$ cat config.mk
export PLATFORM = sky130hd
export DESIGN_NAME = fredkin_demux12_buf
export DESIGN_NICKNAME = d
export VERILOG_FILES = /design/src/rtl/rl_pkg.sv /design/src/rtl/fredkin_gate_vec.sv /design/src/rtl/fredkin_demux12_buf.sv
export SDC_FILE = /design/constraint.sdc
export NUM_CORES = 1
export LEC_CHECK = 0
export ABC_CLOCK_PERIOD_IN_PS = 1400
export BUFFER_PORTS_ARGS = -buffer_cell sky130_fd_sc_hd__clkbuf_2
export CAP_MARGIN = 0
export CELL_PAD_IN_SITES_DETAIL_PLACEMENT = 0
export CELL_PAD_IN_SITES_GLOBAL_PLACEMENT = 2
export CORE_MARGIN = 10
export CORE_UTILIZATION = 34
export CTS_BUF_LIST = sky130_fd_sc_hd__clkbuf_2 sky130_fd_sc_hd__clkbuf_4 sky130_fd_sc_hd__clkbuf_8
export DETAILED_ROUTE_END_ITERATION = 6
export GPL_TIMING_DRIVEN = 0
export PLACE_DENSITY = 0.88
export SLEW_MARGIN = 10
export SYNTH_ARGS = -nofsm -noshare
export SYNTH_HDL_FRONTEND = slang
export SYNTH_SLANG_ARGS = --single-unit
$ cat constraint.sdc
create_clock -name clk -period 1.4 [get_ports clk]
set_input_delay 0.28 -clock clk [delete_from_list [all_inputs] [get_ports clk]]
set_output_delay 0.28 -clock clk [all_outputs]
set_load 0.05 [all_outputs]
$ cat src/rtl/rl_pkg.sv
// Shared reversible-logic definitions: the Fredkin controlled-swap primitive,
// lane identifiers and the per-lane buffer depth.
package rl_pkg;

  localparam int FIFO_DEPTH = 2;

  typedef enum logic {
    LANE0 = 1'b0,
    LANE1 = 1'b1
  } lane_e;

  // Controlled swap: P passes c through; Q and R swap a and b when c is 1.
  function automatic logic [2:0] fredkin(input logic c, input logic a, input logic b);
    return {c, (c ? b : a), (c ? a : b)};
  endfunction

endpackage

$ cat src/rtl/fredkin_gate_vec.sv
// W parallel Fredkin cells sharing one control line; purely combinational.
module fredkin_gate_vec
  import rl_pkg::*;
#(
  parameter int W = 8
) (
  input  logic         c,
  input  logic [W-1:0] a,
  input  logic [W-1:0] b,
  output logic         p,
  output logic [W-1:0] q,
  output logic [W-1:0] r
);

  logic [W-1:0] p_bits;

  // NOTE: every output of a combinational block gets a default first so no latch is inferred.
  always_comb begin
    p_bits = '0;
    q      = '0;
    r      = '0;
    for (int i = 0; i < W; i++) begin
      {p_bits[i], q[i], r[i]} = fredkin(c, a[i], b[i]);
    end
  end

  // Every cell carries the same control through, so the AND is just c.
  assign p = &p_bits;

endmodule

$ cat src/rtl/fredkin_demux12_buf.sv
// Registered 1:2 Fredkin demultiplexer with a 2-entry FIFO per lane,
// a sticky conservation checker and per-lane transfer counters.
module fredkin_demux12_buf
  import rl_pkg::*;
#(
  parameter int W  = 8,
  parameter int CW = 16
) (
  input  logic          clk,
  input  logic          rst_n,
  input  logic          in_valid,
  output logic          in_ready,
  input  logic          in_sel,
  input  logic [W-1:0]  in_data,
  input  logic          fault_inj,
  output logic          out0_valid,
  input  logic          out0_ready,
  output logic [W-1:0]  out0_data,
  output logic          out1_valid,
  input  logic          out1_ready,
  output logic [W-1:0]  out1_data,
  output logic          garbage_sel,
  output logic          cons_err,
  output logic [CW-1:0] cnt0,
  output logic [CW-1:0] cnt1
);

  logic         gate_p;
  logic [W-1:0] gate_q;
  logic [W-1:0] gate_r;
  logic [W-1:0] q_chk;
  logic [W-1:0] wr_data;
  logic         mismatch;
  logic         push;

  logic [W-1:0] mem    [2][FIFO_DEPTH];
  logic [1:0]   occ    [2];
  logic         wr_ptr [2];
  logic         rd_ptr [2];
  logic         full   [2];
  logic         pop    [2];
  logic         lane_push [2];
  logic         out_ready [2];

  lane_e sel_lane;

  fredkin_gate_vec #(.W(W)) u_gate (
    .c (in_sel),
    .a (in_data),
    .b ('0),
    .p (gate_p),
    .q (gate_q),
    .r (gate_r)
  );

  assign sel_lane     = lane_e'(in_sel);
  assign q_chk        = gate_q ^ {{(W-1){1'b0}}, fault_inj};
  assign wr_data      = (sel_lane == LANE1) ? gate_r : q_chk;
  assign out_ready[0] = out0_ready;
  assign out_ready[1] = out1_ready;

  always_comb begin
    for (int l = 0; l < 2; l++) begin
      full[l] = (occ[l] == 2'(FIFO_DEPTH));
      pop[l]  = (occ[l] != 2'd0) & out_ready[l];
    end
  end

  // A pop in the same cycle does not free the slot: no pass-through when full.
  assign in_ready     = ~full[sel_lane];
  assign push         = in_valid & in_ready;
  assign lane_push[0] = push & (sel_lane == LANE0);
  assign lane_push[1] = push & (sel_lane == LANE1);

  // Ones must be conserved cell by cell: {P,Q,R} against {c,a,b=0}.
  always_comb begin
    mismatch = 1'b0;
    for (int i = 0; i < W; i++) begin
      if ($countones({gate_p, q_chk[i], gate_r[i]}) != $countones({in_sel, in_data[i], 1'b0}))
        mismatch = 1'b1;
    end
  end

  // NOTE: sequential state uses non-blocking assignments so all registers update together at the edge.
  always_ff @(posedge clk or negedge rst_n) begin
    if (!rst_n) begin
      for (int l = 0; l < 2; l++) begin
        occ[l]    <= 2'd0;
        wr_ptr[l] <= 1'b0;
        rd_ptr[l] <= 1'b0;
        // NOTE: buffer storage is reset because the head word is visible on out*_data straight out of reset.
        for (int e = 0; e < FIFO_DEPTH; e++) mem[l][e] <= '0;
      end
    end else begin
      for (int l = 0; l < 2; l++) begin
        if (lane_push[l]) begin
          mem[l][wr_ptr[l]] <= wr_data;
          wr_ptr[l]         <= ~wr_ptr[l];
        end
        if (pop[l]) rd_ptr[l] <= ~rd_ptr[l];
        if (lane_push[l] && !pop[l])      occ[l] <= occ[l] + 2'd1;
        else if (!lane_push[l] && pop[l]) occ[l] <= occ[l] - 2'd1;
      end
    end
  end

  always_ff @(posedge clk or negedge rst_n) begin
    if (!rst_n) begin
      garbage_sel <= 1'b0;
      cons_err    <= 1'b0;
      cnt0        <= '0;
      cnt1        <= '0;
    end else if (push) begin
      garbage_sel <= gate_p;
      if (mismatch) cons_err <= 1'b1;
      if (sel_lane == LANE0) cnt0 <= cnt0 + CW'(1);
      else                   cnt1 <= cnt1 + CW'(1);
    end
  end

  assign out0_valid = (occ[0] != 2'd0);
  assign out1_valid = (occ[1] != 2'd0);
  assign out0_data  = mem[0][rd_ptr[0]];
  assign out1_data  = mem[1][rd_ptr[1]];

endmodule

# --- Yosys cells after proc, flatten, opt, wreduce, memory -nomap -nowiden ---
# Index checks and enable logic that the tools add are counted.
op_classes:
  add_sub_neg: 30
  multipliers: 0
  n_div: 0
  n_lt_le_gt_ge: 7
  n_eq_ne: 10
  shift: 0
  n_mux: 44
  bitwise: 17
  reduce_logical: 17
ops:
  columns: ["operator", "n"]
  rows:
  - ["$mux W8", 9]
  - ["$add A1 B1 Y2", 16]
  - ["$add A16 B1 Y16 const B", 2]
  - ["$bwmux W16", 2]
  - ["$mux W1", 27]
  - ["$add A2 B1 Y3", 8]
  - ["$ne A3 B2 Y1", 8]
  - ["$demux W8 S1", 2]
  - ["$ge A2 B2 Y1 const B", 5]
  - ["$not A1 Y2", 5]
  - ["$mux W2", 4]
  - ["$reduce_bool A2 Y1", 4]
  - ["$xor A8 B1 Y8", 1]
  - ["$logic_and A1 B1 Y1", 6]
  - ["$not A1 Y1", 6]
  - ["$reduce_and A2 Y1", 3]
  - ["$and A1 B1 Y1", 5]
  - ["$add A2 B1 Y2 const B", 2]
  - ["$eq A2 B2 Y1 const B", 2]
  - ["$logic_not A1 Y1", 4]
  - ["$lt A2 B1 Y1 const B", 2]
  - ["$sub A2 B1 Y2 const B", 2]
word_totals:
  ff_bits: 74
  latch_bits: 0
  mem_bits_rw: 0
  romBits: 0
  input_bits: 15
  out_inout_bits: 53
  elab_cells: 139
  n_memories: 0

# --- Logic depth before layout (Yosys ltp) ---
depth:
  word_depth: 14
  depth_mapped: 8
  mapped_depth_nobuf: 8

# --- Hierarchy ---
# From an unflattened synthesis, not the netlist that was laid out.
hier_totals:
  hier_cells: 334
  hier_area_um2: 4147.7
modules_own_cells:
  columns: ["module", "n_inst", "cells_each", "area_each_um2", "seq_area_each_um2"]
  rows:
  - ["fredkin_demux12_buf", 1, 315, 3891.2, 1851.8]
  - ["fredkin_gate_vec", 1, 19, 256.5, 0.0]

# --- Worst setup path before layout ---
# No wires, ideal clock.
synth_path:
  kind: "flip-flop to flip-flop"
  start: "reg occ[1] in the netlist's numbering"
  end: "reg garbage_sel"
  setup_ps: 78
  arrival_time_ps: 1844
  required_time_ps: 1322
  path_slack_ps: -522
  path_stages_with_launch: 6
  path_buffers: 1
  synth_period_minus_slack_ps: 1922
  path_cell_list: "dfrtp_1 -> nor2b_1 -> clkbuf_2 -> a21oi_1 -> nand2_1 -> a21oi_1"
synth_via:
  elab_chain_cells: 6
synth_lines:
  columns: ["item", "line_no", "rtl"]
  rows:
  - ["from (decl)", "fredkin_demux12_buf.sv:37", "logic [1:0] occ [2];"]
  - ["from (signal, indexed assignment)", "fredkin_demux12_buf.sv:101", "if (lane_push[l] && !pop[l]) occ[l] <= occ[l] + 2'd1;"]
  - ["from (signal, indexed assignment)", "fredkin_demux12_buf.sv:102", "else if (!lane_push[l] && pop[l]) occ[l] <= occ[l] - 2'd1;"]
  - ["$eq A2 B2 Y1", "fredkin_demux12_buf.sv:64", "full[l] = (occ[l] == 2'(FIFO_DEPTH));"]
  - ["$mux W1 (not written as such) (3 in series)", "fredkin_demux12_buf.sv:70", "assign in_ready = ~full[sel_lane];"]
  - ["$not A1 Y1", "fredkin_demux12_buf.sv:70", null]
  - ["named net in_ready", "fredkin_demux12_buf.sv:12", "output logic in_ready,"]
  - ["$and A1 B1 Y1", "fredkin_demux12_buf.sv:71", "assign push = in_valid & in_ready;"]
  - ["to (signal assigned)", "fredkin_demux12_buf.sv:114", "garbage_sel <= gate_p;"]
  - ["to (decl)", "fredkin_demux12_buf.sv:22", "output logic garbage_sel,"]
# The timed path passes the listed nets, and every way through them passes these cells. The select of a mux whose other input is x is not followed.
# A chain may end at the register's enable or synchronous reset.

# --- Worst setup path in the final report ---
layout_path:
  start: "reg rd_ptr[1] in the netlist's numbering"
  end: "out out0_data[0]"
layout_via:
  elab_chain_cells: 4
layout_lines:
  columns: ["item", "line_no", "rtl"]
  rows:
  - ["from (decl)", "fredkin_demux12_buf.sv:39", "logic rd_ptr [2];"]
  - ["from (signal, indexed assignment)", "fredkin_demux12_buf.sv:100", "if (pop[l]) rd_ptr[l] <= ~rd_ptr[l];"]
  - ["$not A1 Y2 (not written as such)", "fredkin_demux12_buf.sv:123", "assign out0_data = mem[0][rd_ptr[0]];"]
  - ["$mux W8 (not written as such) (3 in series)", "fredkin_demux12_buf.sv:123", null]
  - ["to (decl)", "fredkin_demux12_buf.sv:18", "output logic [W-1:0] out0_data,"]
# No other way between the ends. The select of a mux whose other input is x is not followed.

==> qor.yml <==
power_frac_seq: 0.287
grt_pass1_wl_mm: 13.4
ir_worst_vdd_mv: 1.36
portBuffers: 67
hold_ws_ns: 0.212
cp.arrival_ns: 1.41
power.density_nw_per_um2: 2420
coreArea_um2: 9770
synth_flop_cell: "dfrtp_1"
worst_slew_pin_slew_ns: 0.456
worstSetupPathType: "flop to output port"
wl_per_cell_um: 16.7
fin_crit_sh: 1.21
wl_mm: 8.42
start_util: 0.348
worst_slack_ns: -0.288
cp.required_ns: 1.12
regArea_um2: 1890
rows: 36
dp_slack_ns: -0.427
synth_edf_count: 0
n_antenna_cell: 0
crit_chain: "buf_6 > mux2_4 > clkbuf_16"
synth_area_per_cell_um2: 13.1
p_clk_frac: 0.139
synth_top_area_cell: "dfrtp_1"
hold_path.class: "input pin to flop"
status: "complete, but fails checks"
route.detailed.drc: 0
cts_made_buffers: 9
synthTopCellsByCount: "dfrtp_1, mux2_2, xnor2_1"
setup_viol: 61
synth_cells: 260
drtIter0Drc: 85
slowest_delay_ns: 0.43
multiInputGateArea_um2: 1990
nNetsFinal: 390
syn_area_um2: 3400
num_vias: 2368
skew_ns: 0.0109
violations: "setup timing"
synth_most_common_cell: "dfrtp_1"
synthArstFlopShare: 1.00
rsz0062_at_grt: "yes"
gr-total-overflow: 0
grt_max_degree: 45
gp_congestion: 0.694
ant_nets: 0
boundaryPins: 68
antenna_found_initial: 0
clockBufferDepth: 2
nFillCells: 860
syn_nets: 283
cp-end-kind: "output port"
ys_ff_latch: 74
worst_path_max_delay_cell: "dfrtp_2"
p_leak_uw: 0.00248
final_area_um2: 5220
clkSinkCount: 74
finalHoldViolations: 0
period_needed_ns: 1.69
p_total_uw: 12600
seq_area_frac_synth: 0.544
h-tree-depth: 3
hpwl_mm: 5.46
yosysTopAreaCellShare: 0.544
track_usage: 0.116
netSwitchingPower_uw: 5150
post_dp_cell_area_um2: 4080
area_delta_synth_final_pct: 53.3
combPwrFrac: 0.575
vias_per_cell: 4.69
maxSlewHeadroom: 0.696
root_buffer: "clkbuf_8"
die_x_um: 120
drt-pass1-iter-count: 3
die_area_um2: 14400
die_h_um: 120
finalSetupTns_ns: -7.96
cap_violations: 0
clock_latency_ns: 0.35
synthTopCellsByArea: "dfrtp_1, mux2_2, xnor2_1"
cts_tree: "done"
clk_pin_slew_ns: 0.08
switching_share: 0.408
critPathMaxFanout: 4
start_kind: "flop"
yosysWarnings: 0
p_int_uw: 7480
grt_pass1_vias: 2541
max_freq_ghz: 0.592
yosysUniqueCellTypes: 33
drive_above_1_share: 0.656
maxSlewViolCount: 0
-- registers in the layout, indices dropped and copies added (netlist names) --
register / count
cnt0: 16
cnt1: 16
cons_err: 1
garbage_sel: 1
mem: 32
occ: 4
rd_ptr: 2
wr_ptr: 2
-- layout by cell type (no fill, tap or decap), types with 4 or more instances in the layout --
cell type  count
buf_4         13
buf_6         19
buf_8         15
clkbuf_16      4
clkbuf_2      40
clkbuf_4       4
clkbuf_8      11
dfrtp_1       45
dfrtp_2       29
ha_1           5
inv_1          6
mux2_2         7
mux2_4        43
nand2_1       12
nand2_4        4
nand3_4        7
nor2_1         6
nor3_1         4
xnor2_1       15
xnor2_2        7
xor2_1        19
-- cell type report --
type	instances	share of cell area
multi-input combinational	175	0.381
sequential	74	0.362
timing repair buffer	100	0.177
buffer	1	0.00384
clock buffer	12	0.0305
clock inverter	4	0.00959
tap	133	0.0319
inverter	6	0.00432
-- cell families after synthesis --
logic type | Yosys count | synth area share
XOR/XNOR | 41 | 0.106
AO/OA/AOI/OAI | 6 | 0.00993
multiplexers | 50 | 0.174
buffers and inverters | 11 | 0.0169
adder cells (fa/ha/maj) | 8 | 0.0294
flip-flops | 74 | 0.544
AND/OR/NAND/NOR | 70 | 0.120
-- per-layer routing --
metal  wire length, um  track usage  vias to the layer above
li1                  -            -                     1108
met2              4420        0.196                       44
met4               214       0.0535                        0
met3               407       0.0370                       17
met5                 0            0                        -
met1              3380        0.132                     1199
-- metrics by stage --
| stage | util | instances |
|---|---|---|
| after floorplan | - | 260 |
| after global placement | 0.415 | 460 |
| after detailed placement | 0.417 | 461 |
| after CTS | 0.494 | 497 |
| after global routing | 0.534 | 505 |
| final | 0.534 | 505 |
-- path summary, 6_finish.rpt --
kind                            start            to  slack [ns]  cells after the start
max                         rd_ptr[1]  out0_data[0]       -0.29                      3
max reg2reg                    occ[3]       mem[28]       -0.14                      6
max in group asynchronous       rst_n     rd_ptr[1]        0.34                      3
min reg2reg                  cnt0[15]      cnt0[15]        0.47                      1
min in group asynchronous       rst_n      cnt0[12]        0.44                      2
min                        out1_ready     rd_ptr[0]        0.21                      3
-- what timing repair did --
item	4_1_cts	5_1_grt
pin swaps	12	18
hold buffers	1	0
setup endpoints to repair	74	81
resized for setup	87	87
cloned	0	0
hold endpoints to repair	30	0
setup buffers	24	8
-- power groups by stage --
stage | registers [uW] | logic, uW | clock network (uW)
after floorplan | 3930 | 3430 | 0
after global placement | 3480 | 4870 | 0
after detailed placement | 3530 | 4950 | 0
after CTS | 3540 | 6550 | 1810
after global routing | 3720 | 7590 | 1900
final | 3620 | 7260 | 1750
-- critical path: cells and delay by family, from the launching register on --
kind,cells,cell delay (ns)
mux,1,0.32
flops,1,0.43
buf+inv,2,0.32
(Power assumes the default switching activity.)
